<file path="src/rtl/radix4_booth_mac_seq.sv">
// Iterative radix-4 Booth multiply-accumulate: one Booth digit per cycle,
// valid/ready on both sides, optional signed accumulator with sticky overflow.
module radix4_booth_mac_seq #(
  parameter int N         = 8,
  parameter int ACC_GUARD = 8
) (
  input  logic                     clk,
  input  logic                     rst,
  input  logic                     in_valid,
  output logic                     in_ready,
  input  logic [N-1:0]             a,
  input  logic [N-1:0]             b,
  input  logic                     signed_mode,
  input  logic                     acc_en,
  input  logic                     acc_clr,
  output logic                     out_valid,
  input  logic                     out_ready,
  output logic [2*N-1:0]           prod,
  output logic [2*N+ACC_GUARD-1:0] acc,
  output logic                     acc_ovf,
  output logic                     busy
);

  localparam int AW = 2*N + ACC_GUARD;
  localparam int PW = 2*N + 2;
  localparam int EW = N + 2;
  localparam int CW = $clog2(N/2 + 2);

  typedef enum logic [1:0] {IDLE, RUN, DONE} state_t;

  state_t               state_q;
  logic signed [EW-1:0] a_q;
  logic [EW:0]          b_sh_q;
  logic                 signed_q;
  logic                 acc_en_q;
  logic                 acc_clr_q;
  logic [PW-1:0]        psum_q;
  logic [CW-1:0]        cnt_q;
  logic [2*N-1:0]       prod_q;
  logic [AW-1:0]        acc_q;
  logic                 ovf_q;

  logic                 accept;
  logic [EW-1:0]        a_ext_d;
  logic [EW-1:0]        b_ext_d;
  logic signed [PW-1:0] a_wide;
  logic signed [PW-1:0] term;
  logic [CW:0]          shamt;
  logic [PW-1:0]        psum_d;
  logic                 last_digit;
  logic [2*N-1:0]       prod_d;
  logic [AW-1:0]        prod_ext;
  logic [AW-1:0]        acc_sum;
  logic                 add_ovf;

  always_comb begin
    in_ready = 1'b0;
    case (state_q)
      IDLE:    in_ready = 1'b1;
      DONE:    in_ready = out_ready;
      default: in_ready = 1'b0;
    endcase
  end

  assign accept    = in_valid && in_ready;
  assign out_valid = (state_q == DONE);
  assign busy      = (state_q == RUN);
  assign prod      = prod_q;
  assign acc       = acc_q;
  assign acc_ovf   = ovf_q;

  // Two extra bits let unsigned operands use the same signed Booth recoding.
  assign a_ext_d = signed_mode ? {{2{a[N-1]}}, a} : {2'b00, a};
  assign b_ext_d = signed_mode ? {{2{b[N-1]}}, b} : {2'b00, b};

  // The multiplier shifts right two bits per digit, so the current
  // triplet {b[2k+1], b[2k], b[2k-1]} always sits in the bottom three bits.
  assign a_wide = PW'(a_q);

  always_comb begin
    term = '0;
    case (b_sh_q[2:0])
      3'b001, 3'b010: term = a_wide;
      3'b011:         term = a_wide <<< 1;
      3'b100:         term = -(a_wide <<< 1);
      3'b101, 3'b110: term = -a_wide;
      default:        term = '0;
    endcase
  end

  assign shamt      = {cnt_q, 1'b0};
  assign psum_d     = psum_q + (term << shamt);
  assign last_digit = (cnt_q == (signed_q ? CW'(N/2 - 1) : CW'(N/2)));
  assign prod_d     = psum_d[2*N-1:0];

  assign prod_ext = signed_q ? AW'(signed'(prod_d)) : AW'(prod_d);
  assign acc_sum  = acc_q + prod_ext;
  assign add_ovf  = (acc_q[AW-1] == prod_ext[AW-1]) && (acc_sum[AW-1] != acc_q[AW-1]);

  always_ff @(posedge clk) begin
    if (!rst) begin
      state_q   <= IDLE;
      a_q       <= '0;
      b_sh_q    <= '0;
      signed_q  <= 1'b0;
      acc_en_q  <= 1'b0;
      acc_clr_q <= 1'b0;
      psum_q    <= '0;
      cnt_q     <= '0;
      prod_q    <= '0;
      acc_q     <= '0;
      ovf_q     <= 1'b0;
    end else begin
      case (state_q)
        IDLE, DONE: begin
          if (accept) begin
            a_q       <= a_ext_d;
            b_sh_q    <= {b_ext_d, 1'b0};
            signed_q  <= signed_mode;
            acc_en_q  <= acc_en;
            acc_clr_q <= acc_clr;
            psum_q    <= '0;
            cnt_q     <= '0;
            state_q   <= RUN;
          end else if (state_q == DONE && out_ready) begin
            state_q <= IDLE;
          end
        end
        RUN: begin
          psum_q <= psum_d;
          b_sh_q <= b_sh_q >> 2;
          cnt_q  <= cnt_q + CW'(1);
          if (last_digit) begin
            prod_q <= prod_d;
            if (acc_en_q) begin
              if (acc_clr_q) begin
                acc_q <= prod_ext;
                ovf_q <= 1'b0;
              end else begin
                acc_q <= acc_sum;
                ovf_q <= ovf_q | add_ovf;
              end
            end
            state_q <= DONE;
          end
        end
        default: state_q <= IDLE;
      endcase
    end
  end

endmodule
</file>
<file path="config.mk">
export PLATFORM = sky130hd
export DESIGN_NAME = radix4_booth_mac_seq
export DESIGN_NICKNAME = d
export VERILOG_FILES = /design/src/rtl/radix4_booth_mac_seq.sv
export SDC_FILE = /design/constraint.sdc
export NUM_CORES = 1
export LEC_CHECK = 0
export ABC_AREA = 1
export BUFFER_PORTS_ARGS = -buffer_cell sky130_fd_sc_hd__buf_2
export CORE_MARGIN = 2
export CORE_UTILIZATION = 60
export CTS_CLUSTER_SIZE = 14
export DETAILED_ROUTE_END_ITERATION = 8
export GPL_TIMING_DRIVEN = 0
export PLACE_DENSITY = 0.82
export SLEW_MARGIN = 20
export SYNTH_ARGS = -nofsm -noshare
export SYNTH_HDL_FRONTEND = slang
export SYNTH_SLANG_ARGS = --single-unit
export TNS_END_PERCENT = 30
</file>
<file path="constraint.sdc">
create_clock -name clk -period 5.7 [get_ports clk]
set_input_delay 0.855 -clock clk [delete_from_list [all_inputs] [get_ports clk]]
set_output_delay 0.855 -clock clk [all_outputs]
set_load 0.05 [all_outputs]
</file>
==> reports/results.txt, run 1 <==
Net Switching -> 0.5986 mW
Status -> finished clean
Slowest cell on crit path -> xnor2_2
Crit path capture type -> flip-flop
Total GRT Usage -> 0.3180
Initial core utilization -> 0.6085
FP Rows -> 36
Final Max Tran Viols -> 0
Max clock buf depth -> 2
Syn_area_per_cell -> 6.620 sq um
Final period util -> 0.9397
Yosys top cell by area -> dfxtp_1
Number of enable flip-flop cells after synthesis -> 0
Vias -> 6335
Synth unique cells -> 48
Comb power frac -> 0.326
Yosys warning count -> 0
First-pass GRT wire length -> 26140 microns
Vias in the first global route -> 5329
Synthesized area -> 5866 sq um
Pin count of the biggest net entering global routing -> 16
F_max -> 186.7 MHz
Dpl hpwl -> 12510 microns
Cell Count Post-Placement -> 1085
Max-Cap Viols -> 0
CP required -> 6.01 ns
Synth Net Count -> 945
CTS Sinks -> 84
Fraction of layout cells with a size suffix above 1 -> 0.1714
Worst path most repeated cell -> nand2_1
Root buffer cell -> clkbuf_8
Worst Clk Skew -> 0.006908 ns
Leak -> 3.274 nW
Top FF cell, synth -> dfxtp_1
Clock H-tree levels -> 3
Slowest stage delay, CP -> 0.40 ns
Switching Fraction -> 0.3855
Async S/R FF share, synth -> 0
CTS Hold Bufs -> 0
GRT overflow -> 0
Most frequent cells after synthesis -> 216 x nand2_1, 91 x inv_1, 84 x dfxtp_1
Die Height -> 102.9 microns
First-pass iteration count of the detailed router -> 7
Synthesis-to-finish area growth -> 15.51%
Die width -> 102.9 microns
RePlAce Congestion -> 1.014
Largest family of logic cells by synthesized area -> simple AND/OR/NAND/NOR gates
Post-route ant nets -> 0
Top cell type's share of synthesized area -> 0.2867
Ant diodes -> 0
Synth Area in Simple Gates -> 0.3012
Crit path DAT -> 5.67 ns
Xor and xnor area share after synthesis -> 0.02965
Clock latency on the worst-skew pair -> 0.37 ns
Clock Pin Slew Worst Setup and Hold Paths -> 0.09 ns
Ports -> 67
Hold_ws -> 0.4637 ns
Hold Violations, Final -> 0
# fillers -> 851
Top-count cell post-synth -> nand2_1
# setup viols final -> 0
Rel. slew slack -> 0.4992
Cell Pwr Density -> 229.2 nW/um^2
CTS tree -> done
Min Tclk post-route -> 5.356 ns
Synthesized flop and latch total -> 84
Adder-cell share of the synthesized area -> 0.07935
Vias per cell -> 5.692
Internal power -> 0.9542 mW
DRT iter0 DRCs -> 462
Mapped Cells -> 886
Sequential share of power -> 0.404
Setup crit start -> a_q[0]$_SDFFE_PN0P_
Final nets -> 1034
Reg2reg path depth -> 36
DRC -> 0
Setup crit start kind -> flip-flop
Reg area -> 1682 sq um
Clock Power Share -> 0.270
Synth area leaders -> dfxtp_1 29%, nand2_1 14%, ha_1 7.3%
Port Buffer Count -> 66
Worst Hold Class -> reg2reg
Initial antenna violation count -> 0
Measured slew at the worst slew-check pin -> 0.7512 ns
Final Non-Filler Cells -> 1113
Core area -> 9639 sq um
Final wirelength -> 17060 microns
Sequential share of the synthesized area -> 0.2867
Synth Area in Compound Gates -> 0.2144
Cts bufs inserted -> 9
Setup crit end -> acc[22]$_SDFFE_PN0P_
FF-to-FF End -> acc[22]$_SDFFE_PN0P_
Worst r2r src -> a_q[0]$_SDFFE_PN0P_
Mux share of post-synthesis cell area -> 0
Wire length per cell -> 15.32 microns
Maximum vdd drop -> 0.1578 mV
Footprint of the multi-input gates -> 3802 sq um
R2r setup slk -> 0.34 ns
Die Area -> 10580 sq um
Crit Path Category -> reg2reg
CP max FO -> 5
==> worst max-delay path, delay by kind of cell (launching register included) <==
kind | cells | cell delay (ns)
compound gates | 15 | 2.21
xor+xnor | 1 | 0.40
fa+ha+maj | 3 | 0.80
buf+inv | 4 | 0.33
flops | 1 | 0.33
simple gates | 13 | 1.23
==> layer usage <==
layer	global-route usage	up-vias	wire length, microns
li1	-	3148	-
met1	0.4518	2862	7576
met2	0.4882	282	7596
met3	0.04746	43	1327
met4	0.1235	0	555
met5	0	-	0
==> cells by family (layout without fill, tap and decap cells) <==
group,count (synthesis),count (layout)
AND/OR/NAND/NOR,393,393
AO/OA/AOI/OAI,220,220
buffers and inverters,134,228
flip-flops,84,84
adder cells (fa/ha/maj),36,36
XOR/XNOR,19,19
==> power by group through the flow <==
stage,registers [mW],clock network [mW],logic [mW]
global placement,0.640,0,0.437
detailed placement,0.640,0,0.442
finish,0.627,0.419,0.506
floorplan,0.635,0,0.332
CTS,0.626,0.419,0.449
global route,0.630,0.446,0.552
==> repair_timing <==
| item | 4_1_cts | 5_1_grt |
|---|---|---|
| endpoints found under the setup margin | 6 | 13 |
| pin swaps | 0 | 11 |
| setup buffers | 0 | 12 |
| resized for setup | 4 | 27 |
==> metrics by stage <==
step,instance area (sq um),power (mW),util,setup WS (ns),setup TNS [ns]
floorplan,5866,0.9677,-,0.8760,0
global placement,6362,1.077,0.6600,-0.2656,-0.6210
detailed placement,6362,1.082,0.6600,-0.2333,-0.4946
CTS,6561,1.494,0.6807,0.05004,0
global route,6775,1.628,0.7029,-0.07392,-0.1723
finish,6775,1.553,0.7029,0.3439,0
==> how the worst min path moves through the flow <==
stage                                start                      to  slack, ns  depth (start not counted)
floorplan           psum_q[2]$_SDFFE_PN0P_  psum_q[2]$_SDFFE_PN0P_       0.45                          2
global placement      acc_ovf$_SDFFE_PN0P_    acc_ovf$_SDFFE_PN0P_       0.45                          2
detailed placement    prod[0]$_SDFFE_PN0P_    prod[0]$_SDFFE_PN0P_       0.45                          2
CTS                   prod[0]$_SDFFE_PN0P_    prod[0]$_SDFFE_PN0P_       0.47                          2
global route          prod[0]$_SDFFE_PN0P_    prod[0]$_SDFFE_PN0P_       0.49                          2
finish                prod[0]$_SDFFE_PN0P_    prod[0]$_SDFFE_PN0P_       0.46                          2
==> final cells by class <==
class | instances | share of cell area
clock buffer | 10 | 0.02031
sequential | 84 | 0.2482
timing repair buffer | 78 | 0.06205
tap | 133 | 0.02456
clock inverter | 6 | 0.006833
buffer | 34 | 0.02142
inverter | 100 | 0.05540
multi-input combinational | 668 | 0.5612
==> state kept, by name (all words and copies together), names as in the netlist <==
| register | count |
|---|---|
| a_q | 9 |
| cnt_q | 3 |
| prod | 16 |
| acc_en_q | 1 |
| psum_q | 16 |
| acc_ovf | 1 |
| signed_q | 1 |
| b_sh_q | 10 |
| acc | 24 |
| state_q | 2 |
| acc_clr_q | 1 |
==> placed cells by master (no fill, tap or decap), drive strengths merged, types with 3 or more instances in the layout <==
cell type	instances
a31oi	20
o22ai	4
inv	102
o211ai	13
ha	34
nor2	60
xnor2	7
o21ai	75
nor3	7
buf	86
nand4	5
o21bai	12
dfxtp	84
a211oi	4
xor2	12
a21oi	79
clkbuf	36
nand2	230
nand3	86
o41ai	3
No activity file was read; power rests on OpenSTA's default activity.
==> run 2, diff against run 1 <==
- CAP_MARGIN: not set -> 20
- REMOVE_ABC_BUFFERS: not set -> 1
==> run 2 against run 1 <==
Sequential power is 1% higher; critical path depth stayed put; maximum frequency fell by 0.49%; utilization decreased by 1.2 points; power hardly changed; clock-buffer cell count up 1; die area unchanged; clock skew rose by 0.0033 ns; critical endpoint unchanged; largest power group unchanged; highest routed layer unchanged.
==> reports/results.txt, run 2 (synthesis results as in run 1) <==
Crit path DAT -> 5.69 ns
Commonest cells after routing, fill and taps aside -> 216 x nand2_1, 90 x inv_1, 84 x dfxtp_1
Sum Neg Setup Slack -> 0 ns
Hold_ws -> 0.4619 ns
Ant diodes -> 0
Cell Pwr Density -> 233.1 nW/um^2
Post-route ant nets -> 0
Port Buffer Count -> 66
Final nets -> 998
Die Height -> 102.9 microns
Setup crit start kind -> flip-flop
Max-Cap Viols -> 0
Rel. slew slack -> 0.4021
First-pass iteration count of the detailed router -> 6
Slowest cell on crit path -> ha_1
RePlAce Congestion -> 0.9241
# setup viols final -> 0
Min Tclk post-route -> 5.382 ns
Die Area -> 10580 sq um
Slowest stage delay, CP -> 0.34 ns
Clock Pin Slew Worst Setup and Hold Paths -> 0.09 ns
Die width -> 102.9 microns
Initial antenna violation count -> 0
Worst Clk Skew -> 0.01018 ns
Status -> finished clean
DRT iter0 DRCs -> 390
CP required -> 6.01 ns
Worst path buffer plus inverter count -> 4
Final wirelength -> 14810 microns
RSZ-0062 raised after global routing -> yes
Utilization after layout -> 0.6908
Max clock buf depth -> 2
Initial core utilization -> 0.6085
Final period util -> 0.9443
Core area -> 9639 sq um
F_max -> 185.8 MHz
DRC -> 0
Final Max Tran Viols -> 0
Vias in the first global route -> 5288
FP Rows -> 36
Commonest non-fill, non-tap cell in the layout -> nand2_1
Leak -> 3.229 nW
GRT overflow -> 0
Ports -> 67
CP max FO -> 5
Largest register FFs -> 24
First-pass GRT wire length -> 24190 microns
Root buffer cell -> clkbuf_8
Fraction of layout cells with a size suffix above 1 -> 0.1706
Total GRT Usage -> 0.2876
CTS tree -> done
Worst Hold Class -> reg2reg
Clock H-tree levels -> 3
Clock latency on the worst-skew pair -> 0.37 ns
Measured slew at the worst slew-check pin -> 0.8960 ns
Dpl hpwl -> 10350 microns
Vias -> 5996
CTS Sinks -> 84
Top cell family by delay on the critical path -> compound AO/OA/AOI/OAI gates
Cts bufs inserted -> 9
Crit path capture type -> flip-flop
Crit Path Category -> reg2reg
Vias per cell -> 5.567
Pin count of the biggest net entering global routing -> 53
Maximum vdd drop -> 0.2022 mV
Wire length per cell -> 13.75 microns
Synthesis-to-finish area growth -> 13.52%
Worst path most repeated cell -> nand2_1
Hold Violations, Final -> 0
==> run 2: worst paths after layout <==
| path | slack, ns | startpoint | to | cells past startpoint |
|---|---|---|---|---|
| max | 0.32 | a_q[0]$_SDFFE_PN0P_ | acc[22]$_SDFFE_PN0P_ | 36 |
| min | 0.46 | acc_ovf$_SDFFE_PN0P_ | acc_ovf$_SDFFE_PN0P_ | 2 |
| max reg2reg | 0.32 | a_q[0]$_SDFFE_PN0P_ | acc[22]$_SDFFE_PN0P_ | 36 |
| min reg2reg | 0.46 | acc_ovf$_SDFFE_PN0P_ | acc_ovf$_SDFFE_PN0P_ | 2 |
==> run 2: power by group <==
| part | total (mW) | switching (mW) | leakage (nW) | internal, mW |
|---|---|---|---|---|
| combinational | 0.470 | 0.304 | 2.45 | 0.166 |
| clock | 0.449 | 0.232 | 0.0999 | 0.216 |
| sequential | 0.633 | 0.0254 | 0.682 | 0.608 |
| total | 1.55 | 0.561 | 3.23 | 0.991 |
==> run 2: routing by layer <==
| layer | vias up | GRT usage | share of wire |
|---|---|---|---|
| met2 | 170 | 0.4786 | 0.46 |
| met1 | 2712 | 0.3833 | 0.47 |
| met5 | - | 0 | 0 |
| li1 | 3095 | - | - |
| met4 | 0 | 0.09919 | 0.015 |
| met3 | 19 | 0.04271 | 0.050 |
==> run 2: through the flow <==
stage / worst slack [ns] / area [sq um] / power (mW) / std cells
after floorplan: 0.8572 / 5720 / 0.9571 / 852
after global placement: -0.9545 / 6217 / 1.053 / 1051
after detailed placement: -0.2322 / 6225 / 1.059 / 1051
after CTS: 0.02468 / 6441 / 1.509 / 1067
after global routing: -0.1000 / 6659 / 1.639 / 1077
final: 0.3177 / 6659 / 1.552 / 1077
==> run 2: timing repair <==
action | CTS | global route
cloned | 0 | 0
gates resized for setup | 5 | 26
hold buffers | 0 | 0
setup buffers | 0 | 9
pin swaps | 0 | 6
setup endpoints to repair | 6 | 17
==> run 2: worst register-to-register path, delay by kind of cell, from the launching register on <==
family | cells | cell delay, ns
compound gates | 15 | 2.36
simple gates | 13 | 1.21
fa+ha+maj | 3 | 0.83
buf+inv | 4 | 0.38
flops | 1 | 0.33
xor+xnor | 1 | 0.19
==> run 2: layout make-up <==
type,instances,area [sq um]
inverter,100,375.4
timing repair buffer,76,425.4
clock inverter,5,60.06
multi-input combinational,668,3809
sequential,84,1682
fill,903,2980
clock buffer,11,141.4
tap,133,166.4
==> run 3, diff against run 2 <==
- HOLD_SLACK_MARGIN: not set -> 0.05
- PLACE_DENSITY: 0.82 -> 0.83
==> run 3 against run 2 <==
Cell area about the same; global-route usage is 0.46 points lower; utilization rose by 0.052 points; sequential share of layout area about the same; clock-buffer cell count decreased by 1; critical endpoint unchanged; highest routed layer unchanged.
==> reports/results.txt, run 3 (synthesis results as in run 1) <==
RePlAce Congestion -> 0.9179
Crit Path Category -> reg2reg
CTS Hold Bufs -> 0
Max clock buf depth -> 2
Total power -> 1.588 mW
Final period util -> 0.9322
Worst Hold Class -> reg2reg
Post-route design area -> 6664 sq um
Hold Path Stages -> 2
Met3 usage -> 0.04068
GRT overflow -> 0
Measured slew at the worst slew-check pin -> 1.046 ns
Cell Pwr Density -> 238.2 nW/um^2
Ant diodes -> 0
Hold_ws -> 0.4618 ns
Cell Count Post-Placement -> 1051
Die width -> 102.9 microns
Die Area -> 10580 sq um
Fraction of layout cells with a size suffix above 1 -> 0.1730
Vias -> 5971
Initial core utilization -> 0.6085
Leak -> 3.206 nW
Crit path DAT -> 5.62 ns
Slowest cell on crit path -> dfxtp_1
Cts bufs inserted -> 9
Commonest cells after routing, fill and taps aside -> 215 x nand2_1, 90 x inv_1, 84 x dfxtp_1
Setup crit start kind -> flip-flop
Final wirelength -> 14780 microns
Port Buffer Count -> 66
Pre-CTS WS -> -0.1482 ns
Reg2reg path depth -> 36
Final Non-Filler Cells -> 1075
First-pass iteration count of the detailed router -> 5
Dpl hpwl -> 10380 microns
Met1 GRT Util -> 0.3908
DRT iter0 DRCs -> 345
Total GRT Usage -> 0.2830
F_max -> 188.2 MHz
Post-route ant nets -> 0
Commonest non-fill, non-tap cell in the layout -> nand2_1
Ports -> 67
FP Rows -> 36
Clock Pin Slew Worst Setup and Hold Paths -> 0.09 ns
First-pass GRT wire length -> 23960 microns
DRC -> 0
CTS Sinks -> 84
Rel. slew slack -> 0.3021
Utilization after layout -> 0.6913
Status -> finished clean
Die Height -> 102.9 microns
Final Max Tran Viols -> 0
Clock H-tree levels -> 3
Worst Clk Skew -> 0.01102 ns
PnR worst setup slack -> 0.3866 ns
Placed Area -> 6225 sq um
Root buffer cell -> clkbuf_8
Worst path most repeated cell -> nand2_1
CP required -> 6.00 ns
Pin count of the biggest net entering global routing -> 53
Maximum vdd drop -> 0.1483 mV
Vias in the first global route -> 5127
Wire length per cell -> 13.75 microns
GR Util met2 -> 0.4681
Final nets -> 996
Slowest stage delay, CP -> 0.35 ns
# setup viols final -> 0
Sum Neg Setup Slack -> 0 ns
Max-Cap Viols -> 0
Initial antenna violation count -> 0
Hold Violations, Final -> 0
Largest register FFs -> 24
CTS tree -> done
CP max FO -> 4
Clock latency on the worst-skew pair -> 0.37 ns
Core area -> 9639 sq um
Synthesis-to-finish area growth -> 13.61%
Vias per cell -> 5.554
Crit path capture type -> flip-flop
R2r setup slk -> 0.39 ns
Min Tclk post-route -> 5.313 ns
Grt peak-use layer -> met2
-- run 3: report_power, final --
part | switching, mW | internal, mW | total [mW]
Clock | 0.234 | 0.252 | 0.487
Combinational | 0.302 | 0.164 | 0.467
Sequential | 0.0261 | 0.608 | 0.634
Total | 0.563 | 1.02 | 1.59
-- run 3: layer usage --
metal | routed length (microns) | part of all wire
met5 | 0 | 0
met4 | 236 | 0.016
met3 | 794 | 0.054
met2 | 6835 | 0.46
met1 | 6910 | 0.47
-- run 3: layout make-up --
cell class                      count  area, sq um
Clock inverter                      6        96.34
Clock buffer                       10        127.6
Sequential cell                    84         1682
Timing Repair Buffer               74        390.4
Inverter                          100        375.4
Tap cell                          133        166.4
Fill cell                         875         2975
Multi-Input combinational cell    668         3826
-- run 3: worst paths after layout --
kind	from	endpoint
max	a_q[1]$_SDFFE_PN0P_	acc[22]$_SDFFE_PN0P_
min	acc_ovf$_SDFFE_PN0P_	acc_ovf$_SDFFE_PN0P_
max reg2reg	a_q[1]$_SDFFE_PN0P_	acc[22]$_SDFFE_PN0P_
min reg2reg	acc_ovf$_SDFFE_PN0P_	acc_ovf$_SDFFE_PN0P_
-- run 3: timing repair --
item / 4_1_cts / 5_1_grt
gates resized for setup: 5 / 30
setup endpoints to repair: 5 / 11
pin swaps: 0 / 8
buffers inserted: 0 / 8
endpoints found under the hold margin: 0 / 0
-- run 3: worst max-delay path, delay by kind of cell, from the launching register on --
| kind | cells | cell delay (ns) |
|---|---|---|
| adder cells (fa/ha/maj) | 3 | 0.83 |
| AND/OR/NAND/NOR | 13 | 1.21 |
| AO/OA/AOI/OAI | 15 | 2.34 |
| flip-flops | 1 | 0.35 |
| XOR/XNOR | 1 | 0.18 |
| buffers and inverters | 4 | 0.34 |
